**src/rtl/pipeline_chain.sv**
```systemverilog
// pipeline_chain: a chain of STAGES valid/ready register slices with bubble
// collapsing, a synchronous flush and an occupancy count.
//
// Ports:
//   clk, rst        clock and synchronous active-high reset
//   flush           synchronous clear of every held beat
//   in_valid/in_data/in_ready     upstream stream
//   out_valid/out_data/out_ready  downstream stream (driven by the last stage)
//   count           number of occupied slices
//
// Optional build macro PIPE_SKID_EN: adds a skid slice ahead of stage 0 so
// that in_ready comes from a flop instead of rippling back from out_ready.
// Capacity then becomes STAGES+1.
module pipeline_chain #(
    parameter int unsigned WIDTH  = 32,
    parameter int unsigned STAGES = 3,
    parameter int unsigned CW     = $clog2(STAGES + 2)
) (
    input  logic             clk,
    input  logic             rst,
    input  logic             flush,
    input  logic             in_valid,
    input  logic [WIDTH-1:0] in_data,
    output logic             in_ready,
    output logic             out_valid,
    output logic [WIDTH-1:0] out_data,
    input  logic             out_ready,
    output logic [CW-1:0]    count
);

    localparam int unsigned LAST = STAGES - 1;

    logic [STAGES-1:0] valid_q, valid_d;
    logic [STAGES-1:0] rdy;
    logic [WIDTH-1:0]  data_q [STAGES];
    logic [WIDTH-1:0]  data_d [STAGES];
    logic [CW-1:0]     count_q, count_d;

    logic              in_hs;
    logic              out_hs;
    logic              up_valid0;
    logic [WIDTH-1:0]  up_data0;

`ifdef PIPE_SKID_EN
    logic              skid_valid_q, skid_valid_d;
    logic [WIDTH-1:0]  skid_data_q, skid_data_d;
`endif

    // A stage is ready when it, or any stage downstream of it, can make room.
    // Accumulated from the output end so each bit is computed exactly once.
    always_comb begin
        logic room;
        rdy  = '0;
        room = out_ready;
        for (int unsigned k = 0; k < STAGES; k++) begin
            room          = room | ~valid_q[LAST - k];
            rdy[LAST - k] = room;
        end
    end

`ifdef PIPE_SKID_EN
    // in_ready depends only on the skid flop (and flush), never on out_ready.
    assign in_ready  = ~skid_valid_q & ~flush;
    assign in_hs     = in_valid & in_ready;
    // A parked beat always goes first; new input is refused while it is parked.
    assign up_valid0 = skid_valid_q | in_hs;
    assign up_data0  = skid_valid_q ? skid_data_q : in_data;
`else
    assign in_ready  = rdy[0] & ~flush;
    assign in_hs     = in_valid & in_ready;
    assign up_valid0 = in_hs;
    assign up_data0  = in_data;
`endif

    assign out_valid = valid_q[LAST] & ~flush;
    assign out_data  = data_q[LAST];
    assign out_hs    = out_valid & out_ready;
    assign count     = count_q;

    always_comb begin
        valid_d = valid_q;
        data_d  = data_q;
        count_d = count_q;
`ifdef PIPE_SKID_EN
        skid_valid_d = skid_valid_q;
        skid_data_d  = skid_data_q;
        if (skid_valid_q) begin
            if (rdy[0]) begin
                skid_valid_d = 1'b0;
            end
        end else if (in_hs && !rdy[0]) begin
            skid_valid_d = 1'b1;
            skid_data_d  = in_data;
        end
`endif

        if (up_valid0 && rdy[0]) begin
            valid_d[0] = 1'b1;
            data_d[0]  = up_data0;
        end else if (valid_q[0] && rdy[0]) begin
            valid_d[0] = 1'b0;
        end

        for (int unsigned i = 1; i < STAGES; i++) begin
            if (valid_q[i-1] && rdy[i]) begin
                valid_d[i] = 1'b1;
                data_d[i]  = data_q[i-1];
            end else if (valid_q[i] && rdy[i]) begin
                valid_d[i] = 1'b0;
            end
        end

        case ({in_hs, out_hs})
            2'b10:   count_d = count_q + CW'(1);
            2'b01:   count_d = count_q - CW'(1);
            default: count_d = count_q;
        endcase

        // Payload registers are left as they are; only occupancy is cleared.
        if (flush) begin
            valid_d = '0;
            count_d = '0;
`ifdef PIPE_SKID_EN
            skid_valid_d = 1'b0;
`endif
        end
    end

    always_ff @(posedge clk) begin
        if (rst) begin
            valid_q <= '0;
            count_q <= '0;
            for (int unsigned i = 0; i < STAGES; i++) begin
                data_q[i] <= '0;
            end
`ifdef PIPE_SKID_EN
            skid_valid_q <= 1'b0;
            skid_data_q  <= '0;
`endif
        end else begin
            valid_q <= valid_d;
            data_q  <= data_d;
            count_q <= count_d;
`ifdef PIPE_SKID_EN
            skid_valid_q <= skid_valid_d;
            skid_data_q  <= skid_data_d;
`endif
        end
    end

endmodule

```
**config.mk**
```make
export PLATFORM = sky130hd
export DESIGN_NAME = pipeline_chain
export DESIGN_NICKNAME = d
export VERILOG_FILES = /design/src/rtl/pipeline_chain.sv
export SDC_FILE = /design/constraint.sdc
export NUM_CORES = 1
export LEC_CHECK = 0
export CAP_MARGIN = 20
export CORE_MARGIN = 4
export CORE_UTILIZATION = 48
export CTS_CLUSTER_DIAMETER = 50
export DETAILED_ROUTE_END_ITERATION = 10
export GPL_ROUTABILITY_DRIVEN = 0
export GPL_TIMING_DRIVEN = 0
export PLACE_DENSITY_LB_ADDON = 0.15
export RECOVER_POWER = 50
export SYNTH_ARGS = -nofsm -noshare
export SYNTH_HDL_FRONTEND = slang
export SYNTH_SLANG_ARGS = --single-unit
```
**constraint.sdc**
```tcl
create_clock -name clk -period 2.3 [get_ports clk]
set_input_delay 0.345 -clock clk [delete_from_list [all_inputs] [get_ports clk]]
set_output_delay 0.345 -clock clk [all_outputs]
set_load 0.01 [all_outputs]
```
======== Word level (Yosys, flattened, before mapping) ========
Cells that the tools add are included.
storage, ports and cells
  register bits ........................... 102
  bits of input ports ..................... 37
  output and inout port bits .............. 37
  logic and storage cells ................. 40
cells by class
  add/subtract/negate cells ............... 2
  equal/unequal tests ..................... 2
  multiplexer cells ....................... 7
  bitwise operators ....................... 11
  reductions and logical operators ........ 11
operator list
  kind                 number
  $reduce_bool 2->1    4
  $logic_and 1x1->1    6
  $mux 1               6
  $pmux 3 s2           1
  $and 1x1->1          4
  $not 1->1            4
  $add 3x1->3 const B  1
  $or 1x1->1           3
  $sub 3x1->3 const B  1
  $eq 2x1->1 const B   1
  $eq 2x2->1 const B   1
  $reduce_or 2->1      1

======== Logic depth before layout (Yosys ltp) ========
Gate-level depths: netlist (run 1).
  depth after elaboration ................. 8
  mapped depth ............................ 10
  mapped depth without buffers ............ 8

======== Worst setup path before layout (run 1) ========
OpenSTA, ideal clock, no wires.
  kind .................................... reg2reg
  start ................................... reg valid_q[2]
  end ..................................... reg count_q[2] (netlist: count[2])
  library setup time ...................... 0.076 ns
  arrival time ............................ 2.387 ns
  required time ........................... 2.224 ns
  path slack .............................. -0.162 ns
  stages on the path, launching flop included .. 11
  buffers on the path ..................... 2
  period minus slack after synthesis ...... 2.462 ns
  cells stage by stage .................... dfxtp_1 nor2b_4 buf_6 a311oi_4 buf_6 inv_2 ha_1 fa_1 xnor2_1 or3_1 a21boi_0
between the ends
  longest elaborated chain between the ends .. 8
  elaborated cells on any way between the ends .. 12
  those cells by class .................... eq/ne: 2; mux: 1; bitwise: 8; reduce/logical: 1
RTL lines
  element                                                 RTL line  source
  start, declared                                         33        logic [STAGES-1:0] valid_q, valid_d;
  start signal, assigned                                  141       valid_q <= valid_d;
  $not 1->1                                               56        room = room | ~valid_q[LAST - k];
  $or 1x1->1 (3 in a row)                                 56
  $and 1x1->1                                             69        assign in_ready = rdy[0] & ~flush;
  $and 1x1->1                                             70        assign in_hs = in_valid & in_ready;
  $eq 2x1->1 / $eq 2x2->1 (equally long branches)         113       case ({in_hs, out_hs})
  $pmux 3 s2 / $reduce_bool 2->1 (equally long branches)  --
  end signal, assigned                                    143       count_q <= count_d;
  end, declared                                           37        logic [CW-1:0] count_q, count_d;
Parallel ways exist; a longest one is shown, timed or not.
A chain may end at the register's enable or synchronous reset.

======== Final worst setup path (run 1) ========
  start ................................... in in_valid
  end ..................................... reg count_q[2] (netlist: count[2])
between the ends
  longest elaborated chain between the ends .. 3
  elaborated cells on any way between the ends .. 5
  those cells by class .................... eq/ne: 2; mux: 1; bitwise: 1; reduce/logical: 1
RTL lines
  element                                                 RTL line  source
  start, declared                                         22        input logic in_valid,
  $and 1x1->1 *                                           70
  $eq 2x1->1 / $eq 2x2->1 (equally long branches)         113
  $pmux 3 s2 / $reduce_bool 2->1 (equally long branches)  --
Every way passes the cells marked *; elsewhere a longest branch is shown, timed or not.

==> flow_summary.json, run 1 <==
{
  "status": "finished clean",
  "synthToLayoutAreaGrowth_pct": 25.3,
  "slew_viol_final": 0,
  "synth_area_um2": 4380,
  "finalWorstSetupSlack_ns": 0.0927,
  "hpwl_mm": 6.59,
  "track_usage": 0.173,
  "overflow": 0,
  "grt_pass1_wl_mm": 15.2,
  "netlist_instances": 453,
  "hp-class": "input port to flip-flop",
  "remaining_drc_errors": 0,
  "finalSetupTns_ns": 0,
  "post-route-period-util": 0.960,
  "r2r_slack_ns": 0.10,
  "arrival_ns": 2.49,
  "path_clk_slew_ns": 0.09,
  "cts_buffers": 9,
  "first_iter_violations": 88,
  "path_max_fanout": 2,
  "wl_per_cell_um": 14.5,
  "power_density_nw_per_um2": 605,
  "skew_ns": 0.00756,
  "synth.distinct_cells": 28,
  "totalPowerFinal_mw": 3.32,
  "hold_depth": 2,
  "instances_no_fill": 649,
  "fin_crit_ns": 2.21,
  "die_x_um": 104,
  "seq_area_frac_synth": 0.466,
  "drive_above_1_share": 0.120,
  "cts_tree": "built",
  "std_cell_rows": 34,
  "worstHoldEndpoint": "count[1]",
  "core_area_um2": 8810,
  "io_buffer_count": 71,
  "rsz0062_at_grt": "true",
  "num_vias": 3277,
  "min_from": "flush",
  "h-tree-depth": 3,
  "antenna_cells": 0,
  "final_cell_mix": "dfxtp_1, nand2b_1, clkdlybuf4s50_1, mux2i_1, buf_4",
  "ys.flop_type": "dfxtp_1",
  "crit_required_ns": 2.59,
  "clock.fmax_mhz": 453,
  "io_pins": 74,
  "finalNetCount": 576,
  "critical_path.endpoint_type": "flip-flop",
  "firstDrtPassIters": 4,
  "cts.sinks": 102,
  "post-route-util": 0.624,
  "postSynth.asyncResetShare": 0,
  "post-place-cells": 632,
  "r2r_start": "valid_q[2]",
  "maxCapViolCount": 0,
  "finalHoldViolCount": 0,
  "start_util": 0.498,
  "rr_worst_depth": 10,
  "r2r-end": "count[2]",
  "grt_pass1_vias": 3123,
  "syn_nets": 492,
  "syn_avg_cell_area_um2": 9.68,
  "fp.dieH_um": 104,
  "cts_buffer_depth": 2,
  "grt_max_degree": 16,
  "critPathKind": "input port to flip-flop",
  "crit_path_start_kind": "input port",
  "tightestPinTransition_ns": 0.502,
  "place_area_um2": 5250,
  "ant_nets": 0,
  "wl_mm": 9.41,
  "design_area_um2": 5490,
  "maxSlewHeadroom": 0.665,
  "vias_per_cell": 5.05,
  "dp_slack_ns": -0.845,
  "synth_warnings": 0,
  "holdWs_ns": 0.444,
  "setup_viol": 0,
  "vdd_drop_max_v": 0.000379,
  "synth_edf_count": 0,
  "dieArea_um2": 10700,
  "final_common_cell": "dfxtp_1",
  "root_buffer": "clkbuf_8",
  "ys_ff_latch": 102,
  "antenna_found_initial": 0,
  "p_leak_nw": 2.00,
  "clock_latency_ns": 0.35,
  "cts_hold_buffers": 0
}
-- metal layers --
metal,vias to the layer above,wire [um],global-route usage
met5,-,0,0
met4,0,157,0.0665
met3,12,347,0.0336
met2,67,4460,0.280
met1,1538,4450,0.228
li1,1660,-,-
-- critical path, stage by stage --
cell and delay [ns]:
clkdlybuf4s50_1 0.49, inv_1 0.07, a311oi_4 0.30, buf_6 0.16, inv_4 0.03, ha_4 0.15
fa_2 0.35, xnor2_1 0.15, or3_1 0.31, a21boi_1 0.13
-- synthesized netlist by cell type, types with 2 or more instances --
| master | count | area [um^2] |
|---|---|---|
| nor3_1 | 4 | 20.0 |
| inv_1 | 2 | 7.51 |
| buf_4 | 32 | 240 |
| buf_2 | 4 | 20.0 |
| clkbuf_1 | 26 | 97.6 |
| o21ai_0 | 33 | 165 |
| a21oi_1 | 33 | 165 |
| mux2i_1 | 65 | 651 |
| a31oi_1 | 2 | 12.5 |
| buf_1 | 2 | 7.51 |
| dfxtp_1 | 102 | 2040 |
| a21boi_0 | 2 | 15.0 |
| nand2b_1 | 97 | 607 |
| nand3_1 | 32 | 160 |
| buf_6 | 4 | 45.0 |
-- cell type report --
class,count,area [um^2]
clock buffers,12,155
plain buffers,67,409
repair buffers,74,734
inverters,3,13.8
well taps,108,135
fillers,766,3310
clock inverters,3,67.6
flip-flops and latches,102,2040
multi-input cells,280,1940
-- worst max path at each step --
stage                     from  endpoint
floorplan           valid_q[2]  count[2]
global placement     out_ready  count[2]
detailed placement   out_ready  count[2]
CTS                 valid_q[2]  count[2]
global route        valid_q[2]  count[2]
finish                in_valid  count[2]
-- timing repair --
item                                    4_1_cts  5_1_grt
endpoints found under the setup margin        3        2
resized for setup                             4        3
pin swaps                                     2        1
setup buffers                                 2        1
hold endpoints to repair                      0        0
-- power by group --
part	switching [mW]	leakage (nW)	total [mW]	internal, mW
Clock	0.584	0.109	1.25	0.668
Combinational	0.115	1.06	0.257	0.142
Sequential	0.0142	0.827	1.82	1.80
-- state kept, by name (all words and copies together) (netlist names) --
signal,flops
data_q,64
valid_q,3
out_data,32
count,3
-- cells by family after synthesis --
logic type	share of synthesized area
compound gates	0.0905
xor+xnor	0.00400
fa+ha+maj	0.00742
buf+inv	0.0962
flops	0.466
mux	0.148
simple gates	0.188
Power figures use the tool's default switching activity.
==> run 2: changes to the inputs <==
--- a/config.mk
+++ b/config.mk
@@ -5,6 +5,7 @@
 export SDC_FILE = /design/constraint.sdc
 export NUM_CORES = 1
 export LEC_CHECK = 0
+export ABC_CLOCK_PERIOD_IN_PS = 2300
 export CAP_MARGIN = 20
 export CORE_MARGIN = 4
 export CORE_UTILIZATION = 48
==> results of run 2 <==
Final layout, timing and power as in run 1 (identical DEF).
